==> config.mk <==
export PLATFORM = sky130hd
export DESIGN_NAME = prime_sweep_ctrl
export DESIGN_NICKNAME = d
export VERILOG_FILES = /design/src/rtl/prime_sweep_ctrl.sv
export SDC_FILE = /design/constraint.sdc
export NUM_CORES = 1
export LEC_CHECK = 0
export ABC_AREA = 1
export BUFFER_PORTS_ARGS = -buffer_cell sky130_fd_sc_hd__clkbuf_2
export CORE_ASPECT_RATIO = 0.9
export CORE_MARGIN = 5
export CORE_UTILIZATION = 48
export CTS_CLUSTER_DIAMETER = 50
export CTS_CLUSTER_SIZE = 25
export DETAILED_ROUTE_END_ITERATION = 16
export GPL_TIMING_DRIVEN = 0
export HOLD_SLACK_MARGIN = 0.15
export PLACE_DENSITY_LB_ADDON = 0.1
export SETUP_SLACK_MARGIN = 0.05
export SLEW_MARGIN = 30
export SYNTH_ARGS = -nofsm -noshare
export SYNTH_HDL_FRONTEND = slang
export SYNTH_SLANG_ARGS = --single-unit
==> constraint.sdc <==
create_clock -name clk -period 1.98 [get_ports clk]
set_clock_uncertainty 0.2 [all_clocks]
set_input_delay 0.297 -clock clk [delete_from_list [all_inputs] [get_ports clk]]
set_output_delay 0.297 -clock clk [all_outputs]
set_load 0.05 [all_outputs]
==> src/rtl/prime_sweep_ctrl.sv <==
// Sweeps num_out from lo to hi (mod 16), tallying prime/multiplier flags from an external indicator.
// Optional: define PRIME_SWEEP_MUL_CNT_EN to implement the five mul_cnt counters (otherwise tied to 0).
module prime_sweep_ctrl (
  input  logic        clk,
  input  logic        reset_n,
  input  logic        start,
  input  logic        pause,
  input  logic [3:0]  lo,
  input  logic [3:0]  hi,
  output logic [3:0]  num_out,
  input  logic        prime_in,
  input  logic [4:0]  mul_in,
  output logic        busy,
  output logic        done,
  output logic [4:0]  prime_cnt,
  output logic [3:0]  max_prime,
  output logic        prime_found,
  output logic [24:0] mul_cnt
);

  localparam int unsigned NUM_W   = 4;
  localparam int unsigned CNT_W   = 5;
  localparam int unsigned MUL_N   = 5;
  localparam int unsigned CNT_MAX = 16;

  typedef enum logic [1:0] {
    ST_IDLE  = 2'd0,
    ST_SWEEP = 2'd1,
    ST_DONE  = 2'd2
  } state_t;

  state_t           r_state;
  logic [NUM_W-1:0] r_hi;
  logic             w_accept;
  logic             w_accum;
  logic             w_last;

  assign w_accept = (r_state == ST_IDLE) && start;
  assign w_accum  = (r_state == ST_SWEEP) && !pause;
  assign w_last   = (num_out == r_hi);

  // Sequencer and prime accumulators; every output is a register.
  always_ff @(posedge clk or negedge reset_n) begin
    if (!reset_n) begin
      r_state     <= ST_IDLE;
      r_hi        <= '0;
      num_out     <= '0;
      busy        <= 1'b0;
      done        <= 1'b0;
      prime_cnt   <= '0;
      max_prime   <= '0;
      prime_found <= 1'b0;
    end else begin
      case (r_state)
        ST_IDLE: begin
          done <= 1'b0;
          busy <= 1'b0;
          if (w_accept) begin
            r_hi        <= hi;
            num_out     <= lo;
            prime_cnt   <= '0;
            max_prime   <= '0;
            prime_found <= 1'b0;
            busy        <= 1'b1;
            r_state     <= ST_SWEEP;
          end
        end
        ST_SWEEP: begin
          if (w_accum) begin
            if (prime_in) begin
              if (prime_cnt < CNT_W'(CNT_MAX)) begin
                prime_cnt <= prime_cnt + CNT_W'(1);
              end
              // First prime always wins; later ones only if larger.
              if (!prime_found || (num_out > max_prime)) begin
                max_prime <= num_out;
              end
              prime_found <= 1'b1;
            end
            if (w_last) begin
              busy    <= 1'b0;
              done    <= 1'b1;
              r_state <= ST_DONE;
            end else begin
              num_out <= num_out + NUM_W'(1);
            end
          end
        end
        ST_DONE: begin
          done    <= 1'b0;
          busy    <= 1'b0;
          r_state <= ST_IDLE;
        end
        default: begin
          done    <= 1'b0;
          busy    <= 1'b0;
          r_state <= ST_IDLE;
        end
      endcase
    end
  end

`ifdef PRIME_SWEEP_MUL_CNT_EN
  // Five saturating tallies, one per multiplier flag.
  always_ff @(posedge clk or negedge reset_n) begin
    if (!reset_n) begin
      mul_cnt <= '0;
    end else if (w_accept) begin
      mul_cnt <= '0;
    end else if (w_accum) begin
      for (int k = 0; k < int'(MUL_N); k++) begin
        if (mul_in[k] && (mul_cnt[CNT_W*k +: CNT_W] < CNT_W'(CNT_MAX))) begin
          mul_cnt[CNT_W*k +: CNT_W] <= mul_cnt[CNT_W*k +: CNT_W] + CNT_W'(1);
        end
      end
    end
  end
`else
  logic w_unused_mul;

  assign mul_cnt      = '0;
  assign w_unused_mul = ^{mul_in, MUL_N'(0)};
`endif

endmodule

== After elaboration in Yosys (flattened, before gate mapping) ==
Index checks and enable logic that the tools add are counted.

* Add/sub/neg operators: 2
* Reductions and logical operators: 14
* Multiplexer cells: 29
* $lt $le $gt $ge: 2
* Equality and inequality tests: 9

{| class="wikitable"
|+ Operator list
! cell !! count
|-
| two-way mux 4 bit || 7
|-
| two-way mux 5 bit || 4
|-
| case mux 4 bit (2 select lines) || 2
|-
| inequality test 2 bit (second input constant) || 5
|-
| case mux 5 bit (2 select lines) || 1
|-
| AND reduction 5 bit || 2
|-
| two-way mux 1 bit || 9
|-
| AND reduction 4 bit || 2
|-
| two-way mux 2 bit || 3
|-
| adder 5 x 1 -> 5 bit (second input constant) || 1
|-
| less-than comparator 5 bit (second input constant) || 1
|-
| adder 4 x 1 -> 4 bit (second input constant) || 1
|-
| equality test 4 bit || 1
|-
| greater-than comparator 4 bit || 1
|-
| inequality test 2 x 1 -> 1 bit (second input constant) || 2
|-
| case mux 1 bit (2 select lines) || 2
|-
| case mux 2 bit (2 select lines) || 1
|-
| AND reduction 2 bit || 2
|-
| AND reduction 3 bit || 1
|-
| equality test 2 x 1 -> 1 bit (second input constant) || 1
|-
| logical AND 1 bit || 2
|-
| zero test 1 bit || 2
|-
| zero test 2 bit || 1
|-
| nonzero test 2 bit || 1
|-
| logical OR 1 bit || 1
|}

* Bits in registers: 22
* Bits of input ports: 18
* Logic and storage cells: 64

== Logic depth before layout (Yosys ltp) ==
Gate-level depths: netlist (run 1).

* Word-level depth: 6
* Depth in mapped cells: 12
* Depth with buffers taken out: 12

== Worst setup path after synthesis (run 1) ==
Ideal clock, no wire load.

* Kind: reg2reg
* From: register num_out[2]
* To: register max_prime[0]
* Arrival: 1536 ps
* Setup time: 119 ps
* Path slack: 125 ps
* Required time: 1661 ps
* Stages on the path, launching flop included: 10
* Path buffers: 0
* Path through: dfrtp_1 ha_1 nand2_1 inv_1 nand3_1 nand2_1 nand2_1 nand2_2 nand2_1 nand2_1

* Longest elaborated chain between the ends: 4

{| class="wikitable"
|+ RTL lines
! item !! line !! text
|-
| from (decl) || 10 || <nowiki>output logic [3:0] num_out,</nowiki>
|-
| from (signal assigned) || 60 || <nowiki>num_out <= lo;</nowiki>
|-
| from (signal assigned) || 85 || <nowiki>num_out <= num_out + NUM_W'(1);</nowiki>
|-
| greater-than comparator 4 bit || 75 || <nowiki>if (!prime_found || (num_out > max_prime)) begin</nowiki>
|-
| logical OR 1 bit || 75 ||
|-
| inequality test 2 x 1 -> 1 bit (no source line) || -- ||
|-
| AND reduction 5 bit (no source line) || -- ||
|-
| to (signal assigned) || 76 || <nowiki>max_prime <= num_out;</nowiki>
|-
| to (decl) || 16 || <nowiki>output logic [3:0] max_prime,</nowiki>
|}

Every way passes these cells.
A chain may end at the register's enable or synchronous reset.

== Worst setup path in the final report (run 1) ==
* From: register num_out[3]
* To: register max_prime[3]

* Longest elaborated chain between the ends: 4
* Elaborated cells between the ends (all ways): 8

{| class="wikitable"
|+ RTL lines
! item !! line
|-
| greater-than comparator 4 bit / two-way mux 4 bit (equally long branches) || 75
|-
| logical OR 1 bit / two-way mux 4 bit (equally long branches) || 75, 70
|-
| inequality test 2 x 1 -> 1 bit (no source line) / two-way mux 4 bit (equally long branches) || --
|-
| AND reduction 5 bit (no source line) / case mux 4 bit (2 select lines) (equally long branches) || --
|}

Several ways; a longest one is shown, not always the timed one. The select of a mux whose other input is x is not followed.

==> results of run 1 <==
-- stage by stage --
stage	cells	hold WS, ps
after floorplan	213	-199
after global placement	281	111
after detailed placement	281	116
after CTS	295	154
after global routing	295	165
final	295	155
-- how the worst max path moves through the flow --
stage	start	endpoint	slack [ps]	depth (start not counted)
after floorplan	num_out[2]$_DFFE_PN0P_	max_prime[0]$_DFFE_PN0P_	120	9
after global placement	num_out[2]$_DFFE_PN0P_	max_prime[3]$_DFFE_PN0P_	250	10
after detailed placement	num_out[3]$_DFFE_PN0P_	max_prime[3]$_DFFE_PN0P_	230	10
after CTS	num_out[3]$_DFFE_PN0P_	max_prime[3]$_DFFE_PN0P_	220	10
after global routing	num_out[3]$_DFFE_PN0P_	max_prime[3]$_DFFE_PN0P_	50	10
final	num_out[3]$_DFFE_PN0P_	max_prime[3]$_DFFE_PN0P_	270	10
-- kinds of logic (layout without fill, tap and decap cells) --
family                     count (synthesis)  after routing  share of synthesized area (%)
AOI/OAI and AO/OA                         11             11                           4.17
xor gates and xnor gates                   4              4                           2.43
adders and majority gates                  6              6                           5.21
buffers and inverters                     48             90                           19.5
DFF                                       22             22                           38.2
muxes                                      2              2                           1.56
other                                      1             25                          0.260
and+or+nand+nor                           95             95                           28.7
-- placed cells by master (no fill, tap or decap), types with 2 or more instances in the layout --
| cell | n |
|---|---|
| sky130_fd_sc_hd__a21oi_1 | 5 |
| sky130_fd_sc_hd__buf_4 | 26 |
| sky130_fd_sc_hd__clkbuf_2 | 28 |
| sky130_fd_sc_hd__clkbuf_4 | 3 |
| sky130_fd_sc_hd__conb_1 | 25 |
| sky130_fd_sc_hd__dfrtp_1 | 20 |
| sky130_fd_sc_hd__dfrtp_2 | 2 |
| sky130_fd_sc_hd__dlygate4sd3_1 | 10 |
| sky130_fd_sc_hd__ha_1 | 6 |
| sky130_fd_sc_hd__inv_1 | 18 |
| sky130_fd_sc_hd__inv_2 | 3 |
| sky130_fd_sc_hd__mux2_2 | 2 |
| sky130_fd_sc_hd__nand2_1 | 55 |
| sky130_fd_sc_hd__nand2_2 | 4 |
| sky130_fd_sc_hd__nand3_1 | 12 |
| sky130_fd_sc_hd__nand3_2 | 2 |
| sky130_fd_sc_hd__nor2_1 | 19 |
| sky130_fd_sc_hd__o21ai_0 | 2 |
| sky130_fd_sc_hd__o21ai_1 | 2 |
| sky130_fd_sc_hd__xor2_1 | 3 |
-- cell usage after synthesis, types with 2 or more instances --
cell type	number	area share, %
sky130_fd_sc_hd__mux2_2	2	1.6
sky130_fd_sc_hd__inv_2	3	0.78
sky130_fd_sc_hd__xor2_1	3	1.8
sky130_fd_sc_hd__nor2_1	19	5.0
sky130_fd_sc_hd__ha_1	6	5.2
sky130_fd_sc_hd__inv_1	18	4.7
sky130_fd_sc_hd__nand2_2	4	1.7
sky130_fd_sc_hd__nand3_1	12	4.2
sky130_fd_sc_hd__dfrtp_1	22	38
sky130_fd_sc_hd__o21ai_0	2	0.70
sky130_fd_sc_hd__o21ai_1	2	0.70
sky130_fd_sc_hd__buf_4	26	14
sky130_fd_sc_hd__a21oi_1	5	1.7
sky130_fd_sc_hd__nand2_1	55	14
sky130_fd_sc_hd__nand3_2	2	1.4
-- repair_timing --
action	in CTS	in global routing
hold buffers	10	0
resized for setup	0	2
hold endpoints to repair	33	0
setup endpoints to repair	0	4
buffers inserted	0	0
-- state kept, by name, summed over array words and instances (netlist names) --
name	flops
done	1
r_state	2
prime_found	1
prime_cnt	5
r_hi	4
busy	1
num_out	4
max_prime	4
-- power breakdown --
part           switching, mW  internal [mW]
logic                   1.27          0.542
registers              0.201          0.639
clock network          0.140          0.112
total                   1.61           1.29
-- worst min-delay path: stages --
cell and delay, ps:
sky130_fd_sc_hd__clkbuf_2 80, sky130_fd_sc_hd__nand2_1 50, sky130_fd_sc_hd__nand3_1 70, sky130_fd_sc_hd__nand3_1 80, sky130_fd_sc_hd__nand2_1 50
-- area by class of cell --
type	count	share of cell area, %
multi-input combinational	143	37.6
sequential	22	29.7
timing repair buffer	38	12.9
buffer	26	10.5
inverter	22	4.58
tap	40	2.69
clock buffer	4	1.95
-- layer usage --
| metal | wire length [um] | vias to the layer above | global-route usage [%] |
|---|---|---|---|
| li1 | - | 666 | - |
| met1 | 1340 | 553 | 19.8 |
| met2 | 1400 | 46 | 29.1 |
| met3 | 266 | 4 | 2.88 |
| met4 | 20 | 0 | 6.07 |
| met5 | 0 | - | 0 |
==> results.md, run 1 <==
| Stage | Parameter | Value |
|:---|:---|:---|
| global route | Global-route wire length before repair | 5.09 mm |
| detailed routing | Antenna viol nets, final | 0 |
| logic synthesis | Async SR Flop Fraction | 100% |
| global route | Number of global-route vias before repair | 1203 |
| die | Number of I/O pins | 59 |
| die | Number of placement rows | 18 |
| power | Total power | 2.90 mW |
| final layout | Layout fillers | 257 |
| sta | Max Clk Rate | 585 MHz |
| die | Area inside the core boundary | 2820 sq um |
| die | Initial core utilization | 51.2% |
| die | Die Y-Extent | 62.0 um |
| clock network | Clock buffer count from CTS | 3 |
| logic synthesis | Unique masters post-synth | 23 |
| worst hold path | Terminating pin of the worst hold path | num_out[3]$_DFFE_PN0P_ |
| worst hold path | Hold Path Class | input port to flop |
| worst setup path | Critical Path End Type | flop |
| worst hold path | Number of stages on the worst hold path | 5 |
| placed design | HPWL after detailed placement | 2.28 mm |
| sta | Part of the cycle the worst path needs | 86.3% |
| detailed routing | DR vias | 1269 |
| clock network | TritonCTS clock tree | done |
| clock network | H-tree Lvls | 1 |
| detailed routing | Pre-antenna DRT Iters | 4 |
| worst hold path | Worst Min Path Start | lo[3] |
| clock network | Clock Latency Late Sink | 300 ps |
| worst setup path | CP most frequent cell | sky130_fd_sc_hd__nand2_1 |
| placed design | Placed inst area | 1720 sq um |
| sta | Shortest clock period the worst path allows after layout | 1710 ps |
| sta | Final TNS setup | 0 ps |
| final layout | Multi-input combinational cell area | 699 sq um |
| final layout | Count of inserted antenna diode cells | 0 |
| sta | Hold violation total from the final report | 0 |
| final layout | Final net count | 280 |
| die | Die X | 67.7 um |
| logic synthesis | Gate count of the mapped netlist | 189 |
| worst setup path | Max incr delay on CP | 490 ps |
| worst setup path | Beginning of the worst register-to-register path | num_out[3]$_DFFE_PN0P_ |
| worst setup path | Crit path max-delay cell type | sky130_fd_sc_hd__dfrtp_2 |
| status | Status | finished clean |
| final layout | Reg area | 553 sq um |
| sta | Slew at the pin closest to its max-slew limit | 547 ps |
| detailed routing | Routed wirelength normalized by instance count | 10.3 um |
| logic synthesis | Avg Cell Area, Syn | 7.62 sq um |
| sta | Least setup slack across all paths after layout | 270 ps |
| power | IR drop worst, VDD | 1.01 mV |
| job | Max-capacitance violation count | 0 |
| die | Total Die Area | 4200 sq um |
| worst setup path | Critical Path Fanout Max | 6 |
| clock network | Clock transition at the registers of the reported paths | 130 ps |
| clock network | CTS root buf | sky130_fd_sc_hd__clkbuf_4 |
| logic synthesis | Share of the yosys chip area belonging to registers | 38.2% |
| sta | RSZ-0062 raised after global routing | no |
| power | Leakage | 1.10 nW |
| worst setup path | Data arrival time of the worst path | 1720 ps |
| worst setup path | Worst path buffer plus inverter count | 1 |
| logic synthesis | Count of yosys warnings during synthesis | 0 |
| placed design | Total of buffers placed on input and output ports | 28 |
| clock network | Number of buffers on the longest clock path | 2 |
| worst setup path | Worst reg2reg path endpoint | max_prime[3]$_DFFE_PN0P_ |
| clock network | Num Clock Sinks | 22 |
| worst setup path | Type of the setup path with the least slack | flop to flop |
| logic synthesis | Number of flops mapped to enable cells by yosys | 0 |
| detailed routing | DRC viols | 0 |
| detailed routing | Wire length reported by the detailed router | 3.03 mm |
| placed design | Placer Congestion | 0.743 |
| global route | Antenna violations before repair | 0 |
| logic synthesis | Primary flip-flop cell chosen by synthesis mapping | sky130_fd_sc_hd__dfrtp_1 |
| worst setup path | Critical-path cell list | ha_1 -> nand2_1 -> inv_1 -> nand2_1 -> nand2_1 -> nand2_1 -> nand2_1 -> nand2_2 -> nand2_1 -> nand2_1 |
| global route | Global route overflow | 0 |
| sta | Worst relative slew slack | 63.5% |
| global route | Pin count of the biggest net entering global routing | 23 |
| power | Cell Pwr Density | 1560 nW/um^2 |
| placed design | Pre-CTS setup slack | 232 ps |
| detailed routing | Post-DR vias/cell | 4.30 |
| worst setup path | Critical path data required time | 1990 ps |
| logic synthesis | Synthesized cell area | 1440 sq um |
| final layout | Share of post-route cells with drive strength above 1 | 29.0% |
| final layout | Util after Layout | 66.0% |
| worst setup path | Category of cells accounting for the largest share of critical-path delay | simple AND/OR/NAND/NOR gates |
| final layout | Area growth from synthesis to final layout | 29.1% |
| worst setup path | Setup slack on the worst flop-to-flop path | 270 ps |
| worst setup path | Number of cell instances on the worst register-to-register path | 10 |
| final layout | Total non-filler cell area in the finished layout | 1860 sq um |
| detailed routing | First-iteration detailed-routing DRC count | 39 |
| worst setup path | Startpoint class of the critical path | flop |
| sta | Max-slew violation count | 0 |
| sta | Number of setup violations in the final report | 0 |
| logic synthesis | Number of synthesized register bits | 22 |
| global route | Total track usage | 16.3% |
Note: power is estimated with default switching activity, not from simulation.
==> inputs of run 2 (changes only) <==
- ABC_AREA: 1 -> unset
==> run 2 against run 1 <==
Net effect:
- synthesized cell count is 19% lower
- critical path depth is 5 lower
- utilization is 0.79 points higher
- flip-flop and latch count stayed put
- via count is 0.32% lower
- sequential power is 0.7% lower
- first-iteration DRC count is 23% higher
- hold slack better by 26 ps
- design area is 7.7% higher
- wire length is 15% higher
- critical endpoint is now max_prime[0]$_DFFE_PN0P_
==> results.md, run 2 <==
| Stage | Parameter | Value |
|:---|:---|:---|
| detailed routing | Pre-antenna DRT Iters | 4 |
| final layout | Final net count | 255 |
| die | Die X | 68.2 um |
| die | Number of placement rows | 19 |
| power | Part of the power in combinational logic | 67.0% |
| worst hold path | Hold Path Class | input port to flop |
| detailed routing | DRC viols | 0 |
| sta | Slew at the pin closest to its max-slew limit | 572 ps |
| worst setup path | Critical Path Fanout Max | 8 |
| final layout | Total non-filler cell area in the finished layout | 2000 sq um |
| logic synthesis | Top cell type by total area after synthesis | sky130_fd_sc_hd__dfrtp_1 |
| placed design | HPWL after detailed placement | 2.48 mm |
| logic synthesis | Unique masters post-synth | 46 |
| detailed routing | Wire length reported by the detailed router | 3.50 mm |
| logic synthesis | Primary flip-flop cell chosen by synthesis mapping | sky130_fd_sc_hd__dfrtp_1 |
| logic synthesis | Avg Cell Area, Syn | 9.58 sq um |
| detailed routing | Post-DR vias/cell | 4.65 |
| detailed routing | Antenna viol nets, final | 0 |
| worst setup path | Critical-path cell list | ha_4 -> nand4_1 -> o32ai_2 -> a21oi_2 -> mux2_4 |
| global route | Total track usage | 17.3% |
| die | Area inside the core boundary | 3000 sq um |
| power | Sw Share | 51.2% |
| clock network | Clock Latency Late Sink | 320 ps |
| logic synthesis | Async SR Flop Fraction | 100% |
| die | Initial core utilization | 48.9% |
| sta | Shortest clock period the worst path allows after layout | 1890 ps |
| final layout | Register with the highest flop count | prime_cnt |
| placed design | Placed inst area | 1790 sq um |
| global route | Global-route wire length before repair | 5.75 mm |
| placed design | Placer Congestion | 0.755 |
| logic synthesis | Share of the yosys chip area belonging to registers | 37.6% |
| clock network | Clock transition at the registers of the reported paths | 130 ps |
| final layout | Layout fillers | 274 |
| worst setup path | Critical Path End Type | flop |
| logic synthesis | Area contributors post-synth | sky130_fd_sc_hd__dfrtp_1 (38%), sky130_fd_sc_hd__buf_4 (13%), sky130_fd_sc_hd__ha_1 (5.1%) |
| sta | Max-slew violation count | 0 |
| final layout | Most common cell after layout, fill and taps aside | sky130_fd_sc_hd__buf_4 |
| global route | Number of global-route vias before repair | 1277 |
| power | Power spent charging and discharging nets | 1.64 mW |
| detailed routing | Routed wirelength normalized by instance count | 12.9 um |
| sta | Number of setup violations in the final report | 0 |
| worst hold path | Number of stages on the worst hold path | 3 |
| worst setup path | Worst reg2reg path endpoint | max_prime[0]$_DFFE_PN0P_ |
| worst setup path | Data arrival time of the worst path | 1910 ps |
| final layout | Share of post-route cells with drive strength above 1 | 41.3% |
| clock network | Num Clock Sinks | 22 |
| status | Status | finished clean |
| sta | Max Clk Rate | 529 MHz |
| power | IR drop worst, VDD | 0.914 mV |
| final layout | Count of inserted antenna diode cells | 0 |
| logic synthesis | Count of yosys warnings during synthesis | 0 |
| power | Portion of total power attributed to sequential cells | 26.0% |
| placed design | Total of buffers placed on input and output ports | 28 |
| logic synthesis | Most common library cells after synthesis | sky130_fd_sc_hd__buf_4 (25), sky130_fd_sc_hd__dfrtp_1 (22), sky130_fd_sc_hd__nand2_1 (19), sky130_fd_sc_hd__nor2_1 (9) |
| sta | Part of the cycle the worst path needs | 95.4% |
| die | Total Die Area | 4260 sq um |
| final layout | Max reg flops | 5 |
| worst setup path | Startpoint class of the critical path | flop |
| worst hold path | Terminating pin of the worst hold path | num_out[0]$_DFFE_PN0P_ |
| power | Total power | 3.21 mW |
| clock network | CTS root buf | sky130_fd_sc_hd__clkbuf_4 |
| worst setup path | Critical path data required time | 2000 ps |
| worst setup path | Crit path max-delay cell type | sky130_fd_sc_hd__dfrtp_2 |
| clock network | Clock buffer count from CTS | 3 |
| final layout | Top library cells by usage in the layout, fill and taps aside | sky130_fd_sc_hd__buf_4 (38), sky130_fd_sc_hd__clkbuf_2 (28), sky130_fd_sc_hd__conb_1 (25) |
| worst setup path | Beginning of the worst register-to-register path | num_out[3]$_DFFE_PN0P_ |
| sta | Worst relative slew slack | 61.9% |
| power | Internal Pwr Total | 1.56 mW |
| die | Die Y-Extent | 62.4 um |
| job | Max-capacitance violation count | 0 |
| worst setup path | Max incr delay on CP | 510 ps |
| logic synthesis | Number of flops mapped to enable cells by yosys | 0 |
| final layout | Area growth from synthesis to final layout | 36.6% |
| logic synthesis | Gate count of the mapped netlist | 153 |
| power | Leakage | 1.03 nW |
| die | Number of I/O pins | 59 |
| global route | Antenna violations before repair | 0 |
| worst setup path | Number of cell instances on the worst register-to-register path | 5 |
| sta | RSZ-0062 raised after global routing | no |
| worst setup path | Setup slack on the worst flop-to-flop path | 90 ps |
| clock network | H-tree Lvls | 1 |
| logic synthesis | Most numerous cell in the Yosys netlist | sky130_fd_sc_hd__buf_4 |
| logic synthesis | Synthesized cell area | 1470 sq um |
| worst setup path | Type of the setup path with the least slack | flop to flop |
| worst hold path | Worst Min Path Start | lo[0] |
| global route | Global route overflow | 0 |
| logic synthesis | Number of synthesized register bits | 22 |
| power | Cell Pwr Density | 1600 nW/um^2 |
| power | Share of power burned in the clock network | 7.0% |
| detailed routing | DR vias | 1265 |
| clock network | TritonCTS clock tree | done |
| sta | Hold violation total from the final report | 0 |
| detailed routing | First-iteration detailed-routing DRC count | 48 |
| logic synthesis | Top cell type's share of synthesized area | 37.6% |
| global route | Pin count of the biggest net entering global routing | 23 |
| clock network | Number of buffers on the longest clock path | 2 |
## run 2: cell types whose count changed after synthesis, sizes merged, moves of 3 or more
cell    before  now
buf         26   29
inv         22    6
mux2i        0    3
nand2       60   19
nand2b       0    3
nand3       14    3
nor2        20    9
nor2b        0    3
o21ai        4    7
xnor2        1    4
## run 2: worst max-delay path by stage
stage / startpoint / to / slack [ps] / depth (start not counted)
after floorplan: num_out[1]$_DFFE_PN0P_ / max_prime[0]$_DFFE_PN0P_ / 7 / 5
after global placement: r_state[0]$_DFFE_PN0P_ / max_prime[0]$_DFFE_PN0P_ / 10 / 5
after detailed placement: r_state[0]$_DFFE_PN0P_ / max_prime[0]$_DFFE_PN0P_ / -20 / 5
after CTS: num_out[0]$_DFFE_PN0P_ / num_out[2]$_DFFE_PN0P_ / 50 / 4
after global routing: num_out[1]$_DFFE_PN0P_ / max_prime[1]$_DFFE_PN0P_ / 30 / 6
final: num_out[3]$_DFFE_PN0P_ / max_prime[0]$_DFFE_PN0P_ / 90 / 5
## run 2: routing by layer
layer,up-vias,wire [um],track usage [%]
li1,635,-,-
met1,570,1580,22.9
met2,55,1640,27.7
met3,5,222,3.06
met4,0,54,6.45
met5,-,0,0
## run 2: worst max-delay path, delay by kind of cell (launching register included)
kind            cells  cell delay (ps)
flops               1              510
mux                 1              310
simple gates        1              110
compound gates      2              350
fa+ha+maj           1              310
## run 2: timing repair
action	in CTS	in global routing
setup buffers	6	7
gates resized for setup	0	2
setup endpoints to repair	1	7
hold endpoints to repair	29	0
pin swaps	2	2
hold buffers	8	0
## run 2: cell type report
class	instances	area, sq um	area share, %
buffer	31	234	11.7
clock buffer	4	26.3	1.31
inverter	6	22.5	1.13
multi-input combinational	118	788	39.4
sequential	22	561	28.0
tap	42	52.6	2.63
timing repair buffer	49	318	15.9
## run 2: power groups by stage
stage / Clock, mW / Sequential, mW / Combinational (mW)
final: 0.224 / 0.833 / 2.15
after global routing: 0.255 / 0.859 / 2.32
after CTS: 0.228 / 0.874 / 1.96
after detailed placement: 0 / 0.885 / 1.88
after global placement: 0 / 0.877 / 1.83
after floorplan: 0 / 1.33 / 1.03
## run 2: metrics by stage
| stage | util [%] | std cells | TNS, ps | hold WS, ps | worst slack (ps) |
|---|---|---|---|---|---|
| 3_5_place_dp | 59.8 | 247 | -22.5 | 119 | -22.5 |
| 4_1_cts | 64.8 | 265 | 0 | 177 | 54.8 |
| 5_1_grt | 66.8 | 272 | 0 | 157 | 30.2 |
| 6_report | 66.8 | 272 | 0 | 180 | 90.3 |
| 3_3_place_gp | 59.8 | 247 | 0 | 105 | 10.8 |
| 2_1_floorplan | - | 177 | 0 | -199 | 6.61 |
## run 2: cell families after synthesis
kind of cell / count (synthesis) / synth area share [%]
flops: 22 / 37.6
fa+ha+maj: 6 / 5.12
buf+inv: 37 / 17.5
mux: 5 / 3.84
other cells: 1 / 0.256
compound gates: 27 / 14.1
xor+xnor: 5 / 2.99
simple gates: 50 / 18.6
